`src/rtl/sqrt_scheduler_pkg.sv`:
```
// rtl/sqrt_scheduler_pkg.sv - shared state type, defaults and id-width helper for the sqrt scheduler
package sqrt_sched_pkg;

  localparam int DEFAULT_NITER = 20;

  typedef enum logic [2:0] {IDLE, START, RUN, STOP, CAPT, RESP} state_t;

  // A single requester still needs a 1-bit id so the port never collapses to zero width.
  function automatic int id_width(input int n);
    return (n > 1) ? $clog2(n) : 1;
  endfunction

endpackage

```
`src/rtl/sqrt_scheduler_if.sv`:
```
// rtl/sqrt_scheduler_if.sv - request, datapath and response signals of the sqrt scheduler
interface sqrt_scheduler_if #(
  parameter int NREQ    = 4,
  parameter int NBITSIN = 32
);
  import sqrt_sched_pkg::*;

  localparam int IDW = id_width(NREQ);

  logic [NREQ-1:0]         req_valid;
  logic [NREQ-1:0]         req_ready;
  logic [NREQ*NBITSIN-1:0] req_x;
  logic                    sq_start;
  logic                    sq_stop;
  logic [NBITSIN-1:0]      sq_xin;
  logic [NBITSIN/2-1:0]    sq_sqrt;
  logic                    rsp_valid;
  logic                    rsp_ready;
  logic [NBITSIN/2-1:0]    rsp_data;
  logic [IDW-1:0]          rsp_id;
  logic                    busy;

  modport master (
    input  req_valid, req_x, sq_sqrt, rsp_ready,
    output req_ready, sq_start, sq_stop, sq_xin, rsp_valid, rsp_data, rsp_id, busy
  );

  modport slave (
    output req_valid, req_x, sq_sqrt, rsp_ready,
    input  req_ready, sq_start, sq_stop, sq_xin, rsp_valid, rsp_data, rsp_id, busy
  );

endinterface

```
`src/rtl/sqrt_scheduler_rr_arbiter.sv`:
```
// rtl/sqrt_scheduler_rr_arbiter.sv - combinational round-robin grant, highest priority at ptr
module rr_arbiter #(
  parameter int NREQ = 4,
  parameter int PW   = 2
) (
  input  logic [NREQ-1:0] req,
  input  logic [PW-1:0]   ptr,
  output logic [NREQ-1:0] grant
);

  logic [PW-1:0] idx;

  // Walk from lowest to highest priority so the last hit, the one nearest ptr, wins.
  always_comb begin
    grant = '0;
    idx   = '0;
    for (int k = NREQ - 1; k >= 0; k--) begin
      idx = PW'((int'(ptr) + k) % NREQ);
      if (req[idx]) grant = NREQ'(1) << idx;
    end
  end

endmodule

```
`src/rtl/sqrt_scheduler.sv`:
```
// rtl/sqrt_scheduler.sv - shares one external square-root datapath among NREQ requesters
module sqrt_scheduler
  import sqrt_sched_pkg::*;
#(
  parameter int NREQ    = 4,
  parameter int NBITSIN = 32,
  parameter int NITER   = DEFAULT_NITER
) (
  input logic       clock,
  input logic       reset,
  sqrt_scheduler_if.master bus
);

  localparam int IDW = id_width(NREQ);
  localparam int CW  = (NITER > 1) ? $clog2(NITER) : 1;

  state_t               state;
  logic [IDW-1:0]       ptr;
  logic [IDW-1:0]       id;
  logic [IDW-1:0]       winner;
  logic [CW-1:0]        cnt;
  logic [NREQ-1:0]      grant;
  logic [NBITSIN-1:0]   operand;

  rr_arbiter #(.NREQ(NREQ), .PW(IDW)) u_arb (
    .req   (bus.req_valid),
    .ptr   (ptr),
    .grant (grant)
  );

  always_comb begin
    winner  = '0;
    operand = '0;
    for (int i = 0; i < NREQ; i++) begin
      if (grant[i]) begin
        winner  = IDW'(i);
        operand = bus.req_x[i*NBITSIN +: NBITSIN];
      end
    end
  end

  assign bus.req_ready = (state == IDLE && !reset) ? grant : '0;
  assign bus.rsp_id    = id;

  always_ff @(posedge clock) begin
    if (reset) begin
      state         <= IDLE;
      ptr           <= '0;
      cnt           <= '0;
      id            <= '0;
      bus.sq_start  <= 1'b0;
      bus.sq_stop   <= 1'b0;
      bus.sq_xin    <= '0;
      bus.rsp_valid <= 1'b0;
      bus.rsp_data  <= '0;
      bus.busy      <= 1'b0;
    end else begin
      case (state)
        IDLE: begin
          if (|grant) begin
            bus.sq_xin   <= operand;
            id           <= winner;
            ptr          <= (int'(winner) == NREQ - 1) ? '0 : winner + 1'b1;
            bus.sq_start <= 1'b1;
            bus.busy     <= 1'b1;
            state        <= START;
          end
        end
        START: begin
          bus.sq_start <= 1'b0;
          cnt          <= CW'(NITER - 1);
          state        <= RUN;
        end
        RUN: begin
          if (cnt == '0) begin
            bus.sq_stop <= 1'b1;
            state       <= STOP;
          end else begin
            cnt <= cnt - 1'b1;
          end
        end
        STOP: begin
          bus.sq_stop <= 1'b0;
          state       <= CAPT;
        end
        // The datapath loaded its output register on the stop edge; take it now.
        CAPT: begin
          bus.rsp_data  <= bus.sq_sqrt;
          bus.rsp_valid <= 1'b1;
          state         <= RESP;
        end
        RESP: begin
          if (bus.rsp_ready) begin
            bus.rsp_valid <= 1'b0;
            bus.busy      <= 1'b0;
            state         <= IDLE;
          end
        end
        default: state <= IDLE;
      endcase
    end
  end

endmodule

```
`src/flat_wrapper.sv`:
```
// flat-port wrapper written by rule: the top's interface ports become plain ports
module sqrt_scheduler_flat import sqrt_sched_pkg::*;
#(
  parameter int NREQ    = 4,
  parameter int NBITSIN = 32,
  parameter int NITER   = DEFAULT_NITER
)
  (clock, reset, bus_req_valid, bus_req_x, bus_sq_sqrt, bus_rsp_ready, bus_req_ready, bus_sq_start, bus_sq_stop, bus_sq_xin, bus_rsp_valid, bus_rsp_data, bus_rsp_id, bus_busy);
  sqrt_scheduler_if #(.NREQ(NREQ), .NBITSIN(NBITSIN)) bus_i ();
  input logic clock;
  input logic reset;
  input wire logic [$bits(bus_i.req_valid)-1:0] bus_req_valid;
  input wire logic [$bits(bus_i.req_x)-1:0] bus_req_x;
  input wire logic [$bits(bus_i.sq_sqrt)-1:0] bus_sq_sqrt;
  input wire logic [$bits(bus_i.rsp_ready)-1:0] bus_rsp_ready;
  output wire logic [$bits(bus_i.req_ready)-1:0] bus_req_ready;
  output wire logic [$bits(bus_i.sq_start)-1:0] bus_sq_start;
  output wire logic [$bits(bus_i.sq_stop)-1:0] bus_sq_stop;
  output wire logic [$bits(bus_i.sq_xin)-1:0] bus_sq_xin;
  output wire logic [$bits(bus_i.rsp_valid)-1:0] bus_rsp_valid;
  output wire logic [$bits(bus_i.rsp_data)-1:0] bus_rsp_data;
  output wire logic [$bits(bus_i.rsp_id)-1:0] bus_rsp_id;
  output wire logic [$bits(bus_i.busy)-1:0] bus_busy;
  assign bus_i.req_valid = bus_req_valid;
  assign bus_i.req_x = bus_req_x;
  assign bus_i.sq_sqrt = bus_sq_sqrt;
  assign bus_i.rsp_ready = bus_rsp_ready;
  assign bus_req_ready = bus_i.req_ready;
  assign bus_sq_start = bus_i.sq_start;
  assign bus_sq_stop = bus_i.sq_stop;
  assign bus_sq_xin = bus_i.sq_xin;
  assign bus_rsp_valid = bus_i.rsp_valid;
  assign bus_rsp_data = bus_i.rsp_data;
  assign bus_rsp_id = bus_i.rsp_id;
  assign bus_busy = bus_i.busy;
  sqrt_scheduler #(.NREQ(NREQ), .NBITSIN(NBITSIN), .NITER(NITER)) u_core (.clock(clock), .reset(reset), .bus(bus_i));
endmodule
```
`config.mk`:
```
export PLATFORM = sky130hd
export DESIGN_NAME = sqrt_scheduler_flat
export DESIGN_NICKNAME = d
export VERILOG_FILES = /design/src/rtl/sqrt_scheduler_pkg.sv /design/src/rtl/sqrt_scheduler_if.sv /design/src/rtl/sqrt_scheduler_rr_arbiter.sv /design/src/rtl/sqrt_scheduler.sv /design/src/flat_wrapper.sv
export SDC_FILE = /design/constraint.sdc
export NUM_CORES = 1
export LEC_CHECK = 0
export CORE_ASPECT_RATIO = 2
export CORE_UTILIZATION = 42
export DETAILED_ROUTE_END_ITERATION = 16
export PLACE_DENSITY = 0.89
export SETUP_SLACK_MARGIN = 0.15
export SLEW_MARGIN = 20
export SYNTH_ARGS = -nofsm -noshare
export SYNTH_HDL_FRONTEND = slang
export SYNTH_SLANG_ARGS = --single-unit
export TNS_END_PERCENT = 30
```
`constraint.sdc`:
```
create_clock -name clock -period 8.15 [get_ports clock]
set_input_delay 1.63 -clock clock [delete_from_list [all_inputs] [get_ports clock]]
set_output_delay 1.63 -clock clock [all_outputs]
set_load 0.02 [all_outputs]
```
Yosys cells after proc, flatten, opt, wreduce, memory -nomap -nowiden
Cells that the tools add are included.
{ "totals": {"reg_bits": 64, "in_bits": 151, "out_inout_bits": 58, "wordCells": 84} }
{ "op_classes": {"n_addsub": 5, "magnitude_cmp": 4, "n_eq_ne": 10, "shift": 4, "muxes": 34, "n_reduce_logical": 17} }
{ "ops": {"columns": ["op", "n"], "rows": [
  ["32-bit two-way mux", 4],
  ["4-bit two-way mux", 5],
  ["3-bit case mux with 6 select lines", 1],
  ["1-bit by 2-bit << shifter with 4-bit output (first input constant)", 4],
  ["2-bit by 3-bit < comparator with 1-bit output (second input constant)", 4],
  ["5-bit case mux with 2 select lines", 1],
  ["2-bit AND reduction", 5],
  ["2-bit nonzero test", 5],
  ["3-bit two-way mux", 3],
  ["1-bit binary-select mux with 2-bit select", 4],
  ["1-bit two-way mux", 8],
  ["1-bit case mux with 2 select lines", 4],
  ["3-bit by 2-bit equality test with 1-bit output (second input constant)", 2],
  ["3-bit equality test (second input constant)", 2],
  ["2-bit two-way mux", 3],
  ["2-bit inequality test (second input constant)", 3],
  ["3-bit AND reduction", 2],
  ["5-bit zero test", 1],
  ["5-bit two-way mux", 1],
  ["5-bit by 1-bit subtractor with 5-bit output (second input constant)", 1],
  ["2-bit by 1-bit adder with 2-bit output (second input constant)", 2],
  ["2-bit adder (second input constant)", 2],
  ["4-bit OR reduction", 1],
  ["3-bit by 1-bit equality test with 1-bit output (second input constant)", 1],
  ["5 further kinds", 5]
]} }

Depth between registers and ports, before layout
{ "depth": {"ltp_word": 12, "mapped_depth": 12, "mapped_depth_nobuf": 9} }

Cells and area by module
A second synthesis with hierarchy kept.
{ "hier_totals": {"cells_unflattened": 468, "hier_area_um2": 3796.1} }
{ "by_module_without_submodules": {"columns": ["mod", "n_inst", "cells_per_inst", "area_each_um2", "seq_area_each_um2"], "rows": [
  ["sqrt_scheduler", 1, 421, 3383.2, 1281.2],
  ["rr_arbiter", 1, 47, 412.9, 0.0]
]} }

Worst setup path before layout
OpenSTA, ideal clock, no wires.
{ "synth_timing": {"kind": "input -> output", "from": "in bus_req_valid[2]", "to": "out bus_req_ready[1]", "arrival_ns": 3.363, "required_ns": 6.520, "path_slack_ns": 3.157, "path_stages": 5, "cell_sequence": "mux4_2 > nor2b_1 > o31ai_4 > clkbuf_1 > and2_1"} }
{ "synth_between": {"elab_chain_len": 7} }
{ "synth_lines": {"columns": ["item", "line", "rtl"], "rows": [
  ["start, declared", "flat_wrapper.sv:12", "input wire logic [$bits(bus_i.req_valid)-1:0] bus_req_valid;"],
  ["1-bit binary-select mux with 2-bit select", "sqrt_scheduler_rr_arbiter.sv:19", "if (req[idx]) grant = NREQ'(1) << idx;"],
  ["1-bit two-way mux (not written as such)", "sqrt_scheduler_rr_arbiter.sv:19", null],
  ["4-bit two-way mux (3 in series)", "sqrt_scheduler_rr_arbiter.sv:19", null],
  ["4-bit two-way mux *", "sqrt_scheduler_rr_arbiter.sv:19", null],
  ["4-bit two-way mux *", "sqrt_scheduler.sv:42", "assign bus.req_ready = (state == IDLE && !reset) ? grant : '0;"],
  ["end, declared", "flat_wrapper.sv:16", "output wire logic [$bits(bus_i.req_ready)-1:0] bus_req_ready;"]
]} }
Mark *: on every way between the ends. The rest lies on a longest branch, timed or not. The select of a mux whose other input is x is not followed.

Final worst setup path
Same ends and word-level chain as after synthesis.

==> impl_results.md <==
- Finished Cell Area: ~6100 sq um
- Post-CTS setup buffers: 0
- Synth-to-layout area growth: 64.0%
- Tot GR Track Use: 0.301
- DR WL/cell: 18.6 microns
- H-tree depth: 3
- Setup TNS: 0 ns
- Routed vias: 4321
- YS warnings: 0
- Slew Limit Fails: 0
- Peak supply drop: about 0.22 mV
- First-pass GRT wire length: 20300 microns
- Core Box Area: 8650 sq um
- Post-placement cell area: about 5800 sq um
- Post-route ant nets: 0
- Cells after Synth: 439
- DRC Markers: 0
- R2r endpoint: u_core.bus.sq_xin[11]$_SDFFE_PP0P_
- CTS Buffer Depth: 2
- Final Non-Filler Cells: 735
- Comb pwr share: 0.640
- # rows: 48
- Reg-to-Reg Start: u_core.ptr[0]$_SDFFE_PP0P_
- Clock power frac: 0.147
- Worst path required time: roughly 6.5 ns
- Hold Crit Start: u_core.bus.rsp_id[1]$_SDFFE_PP0P_
- Gpl congestion: 0.932
- IO Pins: 209
- Initial antenna violation count: 0
- M1 WL: about 4600 microns
- Leakage dissipation: 2.23 nW
- Async S/R FF share, synth: 0
- Layout cells sized above 1: 0.0661
- Worst Setup Start Kind: input port
- Synthesized cell area: 3730 sq um
- Clock-pin slew on the worst setup and hold paths: 0.05 ns
- EDFF count, synth: 0
- Sw Pwr: 1.15 mW
- Filler instances: 701
- Synth Register Bits: 64
- RSZ-0062 raised after global routing: no
- Yosys cell types: 49
- Crit path kind: in -> out
- Die X: 68.6 microns
- Arr. time, crit path: 4.26 ns
- Die height: about 140 microns
- Most used DFF post-synth: dfxtp_1
- Reg2Reg Depth: 9
- Final HPWL DP: 9920 microns
- Max-cap violations: 0
- Sequential area share after synthesis: 0.344
- Placed Cells: 718
- Final clock skew: 0.00836 ns
- Post-layout min period: 5.89 ns
- Gr ovfl total: 0
- N_diodes: 0
- Met3 wire len: about 1000 microns
- Final #Nets: 791
- Metal2 WL: between 7000 and 8000 microns
- Setup-failing EPs final: 0
- CTS tree: done
- DR pass1 iterations: 7
- F_max: 0.170 GHz
- R2r setup slk: 3.38 ns
- CTS Buf Count: 9
- Syn Nets: 600
- Iter 0 DRT Violations: 312
- Die ar.: about 9300 sq um
- Root buffer cell: clkbuf_16
- Tcrit/Tclk final: 0.723
- Clk sinks: 64
- Internal power: 1.31 mW
- Port bufs: between 200 and 250
- Vias per Instance: 5.88
- Effective utilization at floorplan: 0.431
- Drt total wl: roughly 14000 microns
- Flop pwr share: 0.212
- Average cell area after synthesis: approximately 8.5 sq um
- Pin count of the biggest net entering global routing: 42
- Worst-skew pair later-pin latency: 0.34 ns
- Post-CTS Hold Buffers: 0
- Top sig layer: met4
- Switching Share: 0.467
- Max transition margin: 0.304
- Hold path endpoint: u_core.bus.rsp_id[1]$_SDFFE_PP0P_
- P per Cell Area: 402 nW/um^2
- Fin. Hold Viols: 0
- CP Capture Type: output port
- Hold path cells: 2
- Peak fanout along the critical path: 10
- Vias in the first global route: around 4100
- CTS resizes: 0
- Status: complete, no violations
- Worst min path class: reg -> reg
- Worst slew pin tran: 1.04 ns
cells by family (layout without fill, tap and decap cells):
family | after synthesis | in the layout | share of synthesized area
buffers and inverters | 43 | 239 | 0.0544
and+or+nand+nor | 160 | 160 | 0.200
AOI/OAI and AO/OA | 150 | 150 | 0.327
DFF | 64 | 64 | 0.344
adders and majority gates | 10 | 10 | 0.0336
xor gates and xnor gates | 4 | 4 | 0.00940
muxes | 8 | 8 | 0.0322
power by group through the flow:
stage	clock network (mW)	registers, mW	logic [mW]
2_1_floorplan	0	0.611	0.961
3_3_place_gp	0	0.521	1.51
3_5_place_dp	0	0.526	1.55
4_1_cts	0.369	0.521	1.56
5_1_grt	0.382	0.539	1.69
6_report	0.362	0.522	1.58
routing by layer:
| layer | up-vias | global-route usage |
|---|---|---|
| li1 | 2016 | - |
| met1 | 2013 | 0.303 |
| met2 | 243 | 0.510 |
| met3 | 49 | 0.0833 |
| met4 | 0 | 0.204 |
| met5 | - | 0 |
cells in the final DEF (no fill, tap or decap), types with 2 or more instances in the layout:
master,synthesis,final
o21ai_0,3,3
nor2b_1,5,5
and2_1,4,4
o41ai_1,3,3
a211oi_1,4,4
nor4_2,1,2
o31a_1,3,3
buf_4,2,6
and3_1,5,5
clkinv_4,0,2
nand3_1,29,29
a21o_1,3,3
ha_1,10,10
mux2i_1,3,3
dfxtp_1,64,64
a2111oi_2,2,2
nor3b_1,2,2
a21oi_1,57,57
a22o_1,28,28
nor3_1,10,10
nand2b_1,7,7
o22ai_1,4,4
o31ai_4,3,3
nor2_1,13,12
xor2_1,2,2
clkinv_2,0,2
nand3b_1,3,3
clkbuf_16,0,9
nand2_1,76,76
inv_1,8,8
a221o_1,28,28
clkdlybuf4s50_1,0,208
mux2_4,3,3
xnor2_1,2,2
a221oi_1,4,4
synth_stat cells (all sizes together) (4+ instances only):
master	number	area (sq um)
inv	8	30.0
nor3	10	50.1
and3	5	31.3
nand3	29	145
clkbuf	21	78.8
and2	4	25.0
a21oi	57	285
nand2b	7	43.8
a211oi	4	30.0
o31ai	4	76.3
dfxtp	64	1280
a22o	28	245
nor2b	5	31.3
a221oi	5	50.0
o41ai	4	53.8
nor2	13	48.8
buf	14	93.8
nand2	76	285
mux2i	4	52.6
a221o	28	280
o22ai	4	25.0
ha	10	125
critical path, cell delays in order:
cell and delay, ns:
clkdlybuf4s50_1 0.46, mux4_2 0.62, nor2b_1 0.21, o31ai_4 0.53
and2_1 0.21, clkdlybuf4s50_1 0.59
state kept, by name, indices dropped and copies added (netlist names):
signal and cells:
u_core.bus.busy 1, u_core.state 3, u_core.bus.rsp_id 2, u_core.bus.sq_stop 1, u_core.ptr 2, u_core.bus.sq_start 1, u_core.bus.rsp_data 16, u_core.bus.rsp_valid 1
u_core.bus.sq_xin 32, u_core.cnt 5
final cells by class:
class                   instances  area (sq um)  area share
multi-input cells             332          2260       0.369
repair buffers                215          2140       0.350
flip-flops and latches         64          1280       0.209
clock buffers                  10           239      0.0391
well taps                     100           125      0.0205
clock inverters                 6          43.8     0.00716
inverters                       8          30.0     0.00491
through the flow:
stage / utilization / hold WS [ns] / total power [mW] / setup slack (ns)
CTS: 0.706 / 0.451 / 2.45 / 2.27
floorplan: - / 0.468 / 1.57 / 3.16
global route: 0.707 / 0.476 / 2.61 / 2.07
finish: 0.707 / 0.448 / 2.46 / 2.26
detailed placement: 0.673 / 0.443 / 2.07 / 2.28
global placement: 0.673 / 0.440 / 2.03 / 2.32
how the worst max path moves through the flow:
| stage | to | startpoint | slack [ns] | depth (start not counted) |
|---|---|---|---|---|
| 6_report | bus_req_ready[1] | bus_req_valid[2] | 2.26 | 6 |
| 5_1_grt | bus_req_ready[1] | bus_req_valid[2] | 2.07 | 7 |
| 4_1_cts | bus_req_ready[1] | bus_req_valid[2] | 2.27 | 6 |
| 3_5_place_dp | bus_req_ready[1] | bus_req_valid[2] | 2.28 | 6 |
| 3_3_place_gp | bus_req_ready[3] | bus_req_valid[2] | 2.32 | 6 |
| 2_1_floorplan | bus_req_ready[1] | bus_req_valid[2] | 3.16 | 5 |
No activity file was read; power rests on OpenSTA's default activity.
